$ cat src/rtl/timer_ctrl.sv
// timer_ctrl: microwave-style cook timer controller (optional completion beep via DONE_BEEP_EN)
module timer_ctrl #(
    parameter int TICK_DIV    = 100,
    parameter int BEEP_CYCLES = 300
) (
    input  logic        clk,
    input  logic        clear,
    input  logic        key_valid,
    input  logic [3:0]  key_digit,
    input  logic        start,
    input  logic        stop,
    input  logic        door_closed,
    input  logic        timer_zero,
    output logic [11:0] timer_data,
    output logic        timer_load,
    output logic        timer_enable,
    output logic        timer_clearn,
    output logic        mag_on,
    output logic [2:0]  state,
    output logic        beep
);
    typedef enum logic [2:0] {IDLE = 3'd0, LOAD = 3'd1, COOK = 3'd2, PAUSE = 3'd3, DONE = 3'd4} state_t;
    localparam logic [15:0] PMAX = 16'(TICK_DIV - 1);
    state_t cur, nxt;
    logic [11:0] entry, entry_nxt;
    logic [15:0] pre, pre_nxt;
    logic tick, done_exit;
    logic halt;
    assign halt = stop || !door_closed;
`ifdef DONE_BEEP_EN
    localparam int BW = BEEP_CYCLES > 1 ? $clog2(BEEP_CYCLES) : 1;
    logic [BW-1:0] bcnt;
    assign done_exit = bcnt == BW'(BEEP_CYCLES - 1) || stop || start || key_valid;
    assign beep = cur == DONE;
    // beep duration counter, restarts every time DONE is entered
    always_ff @(posedge clk)
        if (clear || cur != DONE) bcnt <= '0;
        else bcnt <= bcnt + 1'b1;
`else
    assign done_exit = 1'b1;
    assign beep = BEEP_CYCLES < 0;
`endif
    // next-state, entry shifting and prescaler stepping
    always_comb begin
        nxt = cur;
        entry_nxt = entry;
        pre_nxt = pre;
        tick = 1'b0;
        case (cur)
            IDLE:
                if (stop) entry_nxt = '0;
                else begin
                    if (key_valid && key_digit <= 4'd9 && entry[3:0] <= 4'd5) entry_nxt = {entry[7:0], key_digit};
                    if (start && door_closed && entry != '0) nxt = LOAD;
                end
            LOAD: begin
                pre_nxt = '0;
                nxt = COOK;
            end
            COOK:
                if (halt) nxt = PAUSE;
                else if (timer_zero) nxt = DONE;
                else begin
                    tick = pre == PMAX;
                    pre_nxt = tick ? '0 : pre + 16'd1;
                end
            PAUSE:
                if (stop) begin
                    nxt = IDLE;
                    entry_nxt = '0;
                end else if (start && door_closed) nxt = COOK;
            DONE: nxt = done_exit ? IDLE : DONE;
            default: nxt = IDLE;
        endcase
    end
    // state, entry, prescaler and registered heater enable
    always_ff @(posedge clk)
        if (clear) begin
            cur <= IDLE;
            entry <= '0;
            pre <= '0;
            mag_on <= 1'b0;
        end else begin
            cur <= nxt;
            entry <= entry_nxt;
            pre <= pre_nxt;
            mag_on <= nxt == COOK;
        end
    assign state = cur;
    assign timer_data = entry;
    assign timer_load = !clear && cur == LOAD;
    assign timer_enable = !clear && tick;
    assign timer_clearn = !(clear || (cur == PAUSE && stop));
endmodule

$ cat config.mk
export PLATFORM = sky130hd
export DESIGN_NAME = timer_ctrl
export DESIGN_NICKNAME = d
export VERILOG_FILES = /design/src/rtl/timer_ctrl.sv
export SDC_FILE = /design/constraint.sdc
export NUM_CORES = 1
export LEC_CHECK = 0
export CAP_MARGIN = 20
export CORE_UTILIZATION = 30
export DETAILED_ROUTE_END_ITERATION = 16
export PLACE_DENSITY = 0.49
export SETUP_SLACK_MARGIN = 0.1
export SYNTH_ARGS = -nofsm -noshare
export SYNTH_HDL_FRONTEND = slang
export SYNTH_SLANG_ARGS = --single-unit
$ cat constraint.sdc
create_clock -name clk -period 2.2 [get_ports clk]
set_input_delay 0.33 -clock clk [delete_from_list [all_inputs] [get_ports clk]]
set_output_delay 0.33 -clock clk [all_outputs]
set_load 0.05 [all_outputs]
==> key figures, run 1 <==
Outcome
  – Result of the run: finished clean

Die
  – Num rows: 26
  – Core area: 5200 um^2
  – Chip Height: 76.2 um
  – Die area: 5810 um^2
  – Starting Density: 31.7%
  – I/O pins: 31
  – Chip Width: 76.2 um

Critical path
  – Crit path cell chain: clkdlybuf4s50_1
  – Crit-path leading delay family: buffers and inverters
  – CP required: 1.87 ns
  – WP data arrival: 1.70 ns
  – Reg2Reg Depth: 5
  – RR Startpoint: state[1]
  – FF-to-FF End: pre[11]
  – CP Launch Type: flop
  – Worst Path Buf+Inv: 1
  – CP peak stage delay: 0.88 ns
  – CP Capture Type: output pin
  – Reg2Reg Setup Slack: 0.34 ns
  – Crit-path max FO: 11
  – Crit-path slowest cell: clkdlybuf4s50_1
  – Critical path class: flop to output pin

Detailed routing
  – Via count: 1578
  – DR iter-0 viols: 77
  – Final ANT Viol Nets: 0
  – DRC viols: 0
  – Via density: 5.26
  – Routed len/inst: 13.9 um
  – Post-Route WL: 4.18 mm
  – Pre-antenna DRT Iters: 4

Placement
  – Placer Congestion: 0.784
  – Pre-CTS setup slack: 0.125 ns
  – Port bufs: 29
  – Post-DP HPWL: 2.97 mm

Power and ir drop
  – Static leakage: 0.761 nW
  – Max rail drop VDD: 0.313 mV
  – Pwr dens: 566 nW/um^2

Min path
  – Min-Delay Endpoint: timer_data[9]
  – Hold/Removal Path Class: flop to flop
  – Hold path startpoint: timer_data[9]
  – Hold path cells: 2

STA
  – Max Clock Freq: 494 MHz
  – Tmin final: 2.03 ns
  – Slew Limit Fails: 0
  – Final period util: 92.1%
  – Final setup fails: 0
  – Hold Violations, Final: 0
  – Setup TNS: 0 ns
  – Final setup margin: 0.174 ns
  – WHS: 0.479 ns
  – Relative slew slack: 64.8%
  – Layout Skew: 0.00742 ns
  – Worst Tran Pin Value: 0.526 ns
  – RSZ-0062 raised after global routing: no

Cells and area
  – Antenna cells: 0
  – Fillcell total: 536
  – Layout cell share with drive strength beyond 1: 13.5%
  – Most frequent cells in the layout: dfxtp_1, nand2_1, clkdlybuf4s50_1
  – Multi-input logic area: 938 um^2
  – Leading cell type in the layout, fill and taps excluded: dfxtp_1
  – Flip-flop and latch area: 642 um^2
  – Nets@finish: 241
  – Area Growth Syn to Fin: 33.2%

Clocking
  – TritonCTS buffer count: 5
  – # hold bufs at CTS: 0
  – Worst skew pair latency: 0.28 ns
  – Root buffer cell: clkbuf_8
  – Htree depth: 2
  – Clk buf depth: 2
  – Clock-pin slew on the worst setup and hold paths: 0.07 ns
  – Clk sinks: 32
  – CTS tree: yes

Yosys
  – Synth Cell Area: 1650 um^2
  – Primary FF master, synth: dfxtp_1
  – Async SR Flop Fraction: 0%
  – Ys Warns: 0
  – Distinct cells, synth: 41
  – Synthesized area per cell: 8.56 um^2
  – Synth Register Bits: 32
  – Cell count after synthesis: 193
  – Number of flops mapped to enable cells by yosys: 0
  – Syn nets: 205
  – Sequential-to-total area share from yosys stat: 38.8%

Global route
  – Gr ovfl total: 0
  – Largest net degree at the start of global routing: 31
  – Vias in the first global route: 1528
  – Antenna violations before repair: 0
  – Total Routing Usage GR: 15.0%
  – First-pass GRT wire length: 7.06 mm

Job
  – # Max-Cap Violations: 0
==> report_power, final <==
group          internal [W]  leakage [nW]  switching, W
Sequential         0.000588         0.259     0.0000113
Clock              0.000255        0.0455      0.000211
Combinational     0.0000756         0.456      0.000103
==> metal layers <==
metal  up-vias  track usage, %  share of wire (%)
li1        789               -                  -
met1       750            19.1                 48
met2        34            24.5                 47
met3         5            4.07                4.5
met4         0            5.38               0.96
met5         -               0                  0
==> logic make-up after synthesis <==
logic type	synth area share, %
AND/OR/NAND/NOR	32.7
AO/OA/AOI/OAI	13.9
multiplexers	7.27
buffers and inverters	5.76
flip-flops	38.8
other	0.227
adder cells (fa/ha/maj)	0.757
XOR/XNOR	0.530
==> worst max-delay path by stage <==
stage | cells past startpoint | startpoint | to
final | 1 | state[1] | state[1]
after global routing | 6 | state[0] | timer_enable
after CTS | 5 | pre[0] | timer_enable
after detailed placement | 6 | timer_zero | pre[11]
after global placement | 6 | timer_zero | pre[15]
after floorplan | 5 | state[1] | timer_enable
==> flip-flops by register name (all words and copies together) (netlist names) <==
name,count
pre,16
state,3
timer_data,12
mag_on,1
==> synth_stat cells (all sizes together) (3+ instances only) <==
library cell | count | share of area [%]
a21oi | 16 | 5.1
and3 | 3 | 1.1
buf | 10 | 4.4
clkbuf | 3 | 0.68
dfxtp | 32 | 39
inv | 3 | 0.68
mux2i | 12 | 7.3
nand2 | 30 | 6.8
nand2b | 4 | 1.5
nand3 | 7 | 2.1
nand4 | 6 | 2.3
nor2 | 3 | 0.68
nor3 | 5 | 1.8
nor4 | 5 | 1.9
nor4b | 4 | 3.0
o21ai | 8 | 2.4
o31ai | 7 | 3.2
or3 | 8 | 3.0
or4 | 7 | 3.2
==> cell type report <==
type                       count  area share [%]
clock buffer                   8            4.10
inverter                       3           0.512
multi-input combinational    145            42.7
sequential                    32            29.2
tap                           70            3.98
timing repair buffer          42            19.6
==> stage by stage <==
step	cells	total power (W)	util, %	cell area [um^2]
2_1_floorplan	193	0.000724	-	1670
3_3_place_gp	291	0.000787	40.2	2090
3_5_place_dp	291	0.000790	40.2	2090
4_1_cts	300	0.00126	42.1	2190
5_1_grt	300	0.00130	42.3	2200
6_report	300	0.00124	42.3	2200
==> what timing repair did <==
| item | CTS | global route |
|---|---|---|
| gates resized for setup | 0 | 2 |
| setup endpoints to repair | 1 | 1 |
| pin swaps | 1 | 2 |
| buffers inserted | 1 | 0 |
==> tightest hold or removal path, delay by kind of cell (launching register included) <==
kind / cells / cell delay [ns]
DFF: 1 / 0.32
and+or+nand+nor: 1 / 0.05
muxes: 1 / 0.05
Power figures use the tool's default switching activity.
==> inputs of run 2 (changes only) <==
- PLACE_DENSITY: 0.49 -> 0.51
- clock period: 2.2 -> 1.7 ns (I/O delays scaled with it)
==> run 2 against run 1 <==
Against the previous run:
- die area is the same
- combinational power is 83% higher
- final area grew 22%
- largest power group unchanged
- critical path depth up 5
- non-clock buffer count rose by 26
- first-iteration DRC count up 13%
- the flow now finishes with violations (setup timing)
- sequential share of layout area decreased by 4.7 points
- global-route usage up 2.3 points
- total power up 38%
- core utilization increased by 9.4 points
==> key figures, run 2 (synthesis gave the netlist of run 1 again) <==
Outcome
  – Result of the run: complete, but fails checks
  – Failing checks: setup timing

STA
  – Worst Tran Pin Value: 0.489 ns (-0.0368 ns)
  – RSZ-0062 raised after global routing: yes
  – Final period util: 109%
  – Max Clock Freq: 542 MHz
  – Slew Limit Fails: 0 (unchanged)
  – Final setup fails: 11 (+11)
  – Relative slew slack: 66.5% (+1.7 points)
  – Final setup margin: -0.145 ns (-0.319 ns)
  – Tmin final: 1.84 ns
  – Setup TNS: -0.692 ns (-0.692 ns)
  – Layout Skew: 0.00652 ns (-0.000901 ns)
  – Hold Violations, Final: 0 (unchanged)

Detailed routing
  – DRC viols: 0 (unchanged)
  – Post-Route WL: 4.86 mm (+16%)
  – DR iter-0 viols: 87 (+13%)
  – Via density: 5.15 (-2.1%)
  – Via count: 1679 (+6.4%)
  – Routed len/inst: 14.9 um (+7.1%)
  – Pre-antenna DRT Iters: 4 (unchanged)
  – Final ANT Viol Nets: 0 (unchanged)

Clocking
  – Clk buf depth: 2 (unchanged)
  – Root buffer cell: clkbuf_8
  – Clock-pin slew on the worst setup and hold paths: 0.08 ns (about the same)
  – TritonCTS buffer count: 5 (unchanged)
  – Worst skew pair latency: 0.30 ns (+0.02 ns)
  – Htree depth: 2 (unchanged)
  – Clk sinks: 32 (unchanged)
  – CTS tree: yes

Placement
  – Post-DP HPWL: 3.02 mm (+1.9%)
  – Port bufs: 29 (unchanged)
  – Placer Congestion: 0.750 (-4.3%)
  – Pre-CTS setup slack: -0.271 ns (-0.395 ns)

Critical path
  – Crit-path max FO: 6 (-5)
  – CP peak stage delay: 0.50 ns (-0.38 ns)
  – Crit-path slowest cell: or4_4
  – CP Capture Type: flop
  – Crit-path leading delay family: simple AND/OR/NAND/NOR gates
  – CP required: 1.93 ns (+0.06 ns)
  – Reg2Reg Depth: 6 (+1)
  – Crit path cell chain: buf_6 -> nor4b_4 -> a21oi_4 -> buf_12 -> or4_4 -> a21oi_2
  – Worst Path Buf+Inv: 2 (+1)
  – CP Launch Type: flop
  – Critical path class: flop to flop
  – Critical Path Stages: 6 (+5)
  – WP data arrival: 2.08 ns (+0.38 ns)

Global route
  – Largest net degree at the start of global routing: 13 (-58%)
  – First-pass GRT wire length: 7.98 mm (+13%)
  – Antenna violations before repair: 0 (unchanged)
  – Total Routing Usage GR: 17.4% (+2.3 points)
  – Gr ovfl total: 0 (unchanged)
  – Vias in the first global route: 1616 (+5.8%)

Die
  – Core area: 5200 um^2 (unchanged)
  – Chip Width: 76.2 um (unchanged)
  – Chip Height: 76.2 um (unchanged)
  – Die area: 5810 um^2 (unchanged)
  – Starting Density: 31.7% (unchanged)
  – I/O pins: 31 (unchanged)
  – Num rows: 26 (unchanged)

Power and ir drop
  – Static leakage: 1.02 nW (+34%)
  – Pwr dens: 640 nW/um^2 (+13%)
  – Overall Power: 0.00172 W (+38%)
  – Max rail drop VDD: 0.411 mV (+31%)

Min path
  – Hold/Removal Path Class: input port to flop
  – Hold path cells: 4 (+2)

Job
  – # Max-Cap Violations: 0 (unchanged)

Cells and area
  – Number of flip-flops in the largest register: 16 (unchanged)
  – Leading cell type in the layout, fill and taps excluded: buf_4
  – Nets@finish: 267 (+11%)
  – Most frequent cells in the layout: buf_4, nand2_1, dfxtp_1
  – Layout cell share with drive strength beyond 1: 45.3% (+32 points)
  – Area Growth Syn to Fin: 62.7%
  – Largest register by flop count: pre
  – Antenna cells: 0 (unchanged)
-- run 2: changes by cell type in the layout (fill, tap and decap cells not counted), sizes merged --
| cell | before | now |
|---|---|---|
| buf | 16 | 55 |
| clkbuf | 8 | 7 |
| clkdlybuf4s50 | 26 | 9 |
| clkinv | 0 | 1 |
| dlygate4sd2 | 0 | 1 |
| dlymetal6s2s | 0 | 1 |
| inv | 3 | 5 |
-- run 2: power by group --
part           switching (W)  internal (W)
clock               0.000334      0.000292
combinational       0.000167      0.000158
sequential         0.0000116      0.000758
total               0.000512       0.00121
-- run 2: final cells by class --
| class | count | area (um^2) |
|---|---|---|
| clock inverter | 3 | 21.3 |
| sequential | 32 | 658 |
| multi-input combinational | 145 | 1140 |
| clock buffer | 5 | 68.8 |
| fill | 517 | 2520 |
| tap | 70 | 87.6 |
| timing repair buffer | 68 | 696 |
| inverter | 3 | 11.3 |
-- run 2: worst paths after layout --
path            startpoint            end  slack (ns)
max               state[0]        pre[10]       -0.14
min                   stop       state[1]        0.47
max reg2reg       state[0]        pre[10]       -0.14
min reg2reg  timer_data[8]  timer_data[8]        0.48
-- run 2: metal layers --
layer	global-route usage (%)	vias up	part of all wire (%)
met1	21.1	797	46
met4	7.50	0	2.1
met5	0	-	0
met2	29.6	27	49
met3	3.59	9	3.1
li1	-	846	-
-- run 2: worst register-to-register path, delay by kind of cell, from the launching register on --
kind	cells	cell delay, ns
AND/OR/NAND/NOR	2	0.85
flip-flops	1	0.35
AO/OA/AOI/OAI	2	0.29
buffers and inverters	2	0.29
-- run 2: timing repair --
item / CTS / global route
hold buffers: 0 / 0
pin swaps: 20 / 10
gates cloned: 2 / 1
endpoints found under the setup margin: 19 / 30
resized for setup: 16 / 36
buffers inserted: 7 / 1
-- run 2: through the flow --
stage	hold slack (ns)	instance area [um^2]	cells	utilization, %
4_1_cts	0.482	2530	324	48.7
6_report	0.471	2690	326	51.6
2_1_floorplan	0.390	1740	193	-
3_3_place_gp	0.467	2270	307	43.6
5_1_grt	0.499	2690	326	51.6
3_5_place_dp	0.471	2270	307	43.6
==> inputs of run 3 (changes only) <==
- SLEW_MARGIN: not set -> 10
==> results of run 3 <==
Same layout as run 2: the final DEF is identical, and so are final timing and power.
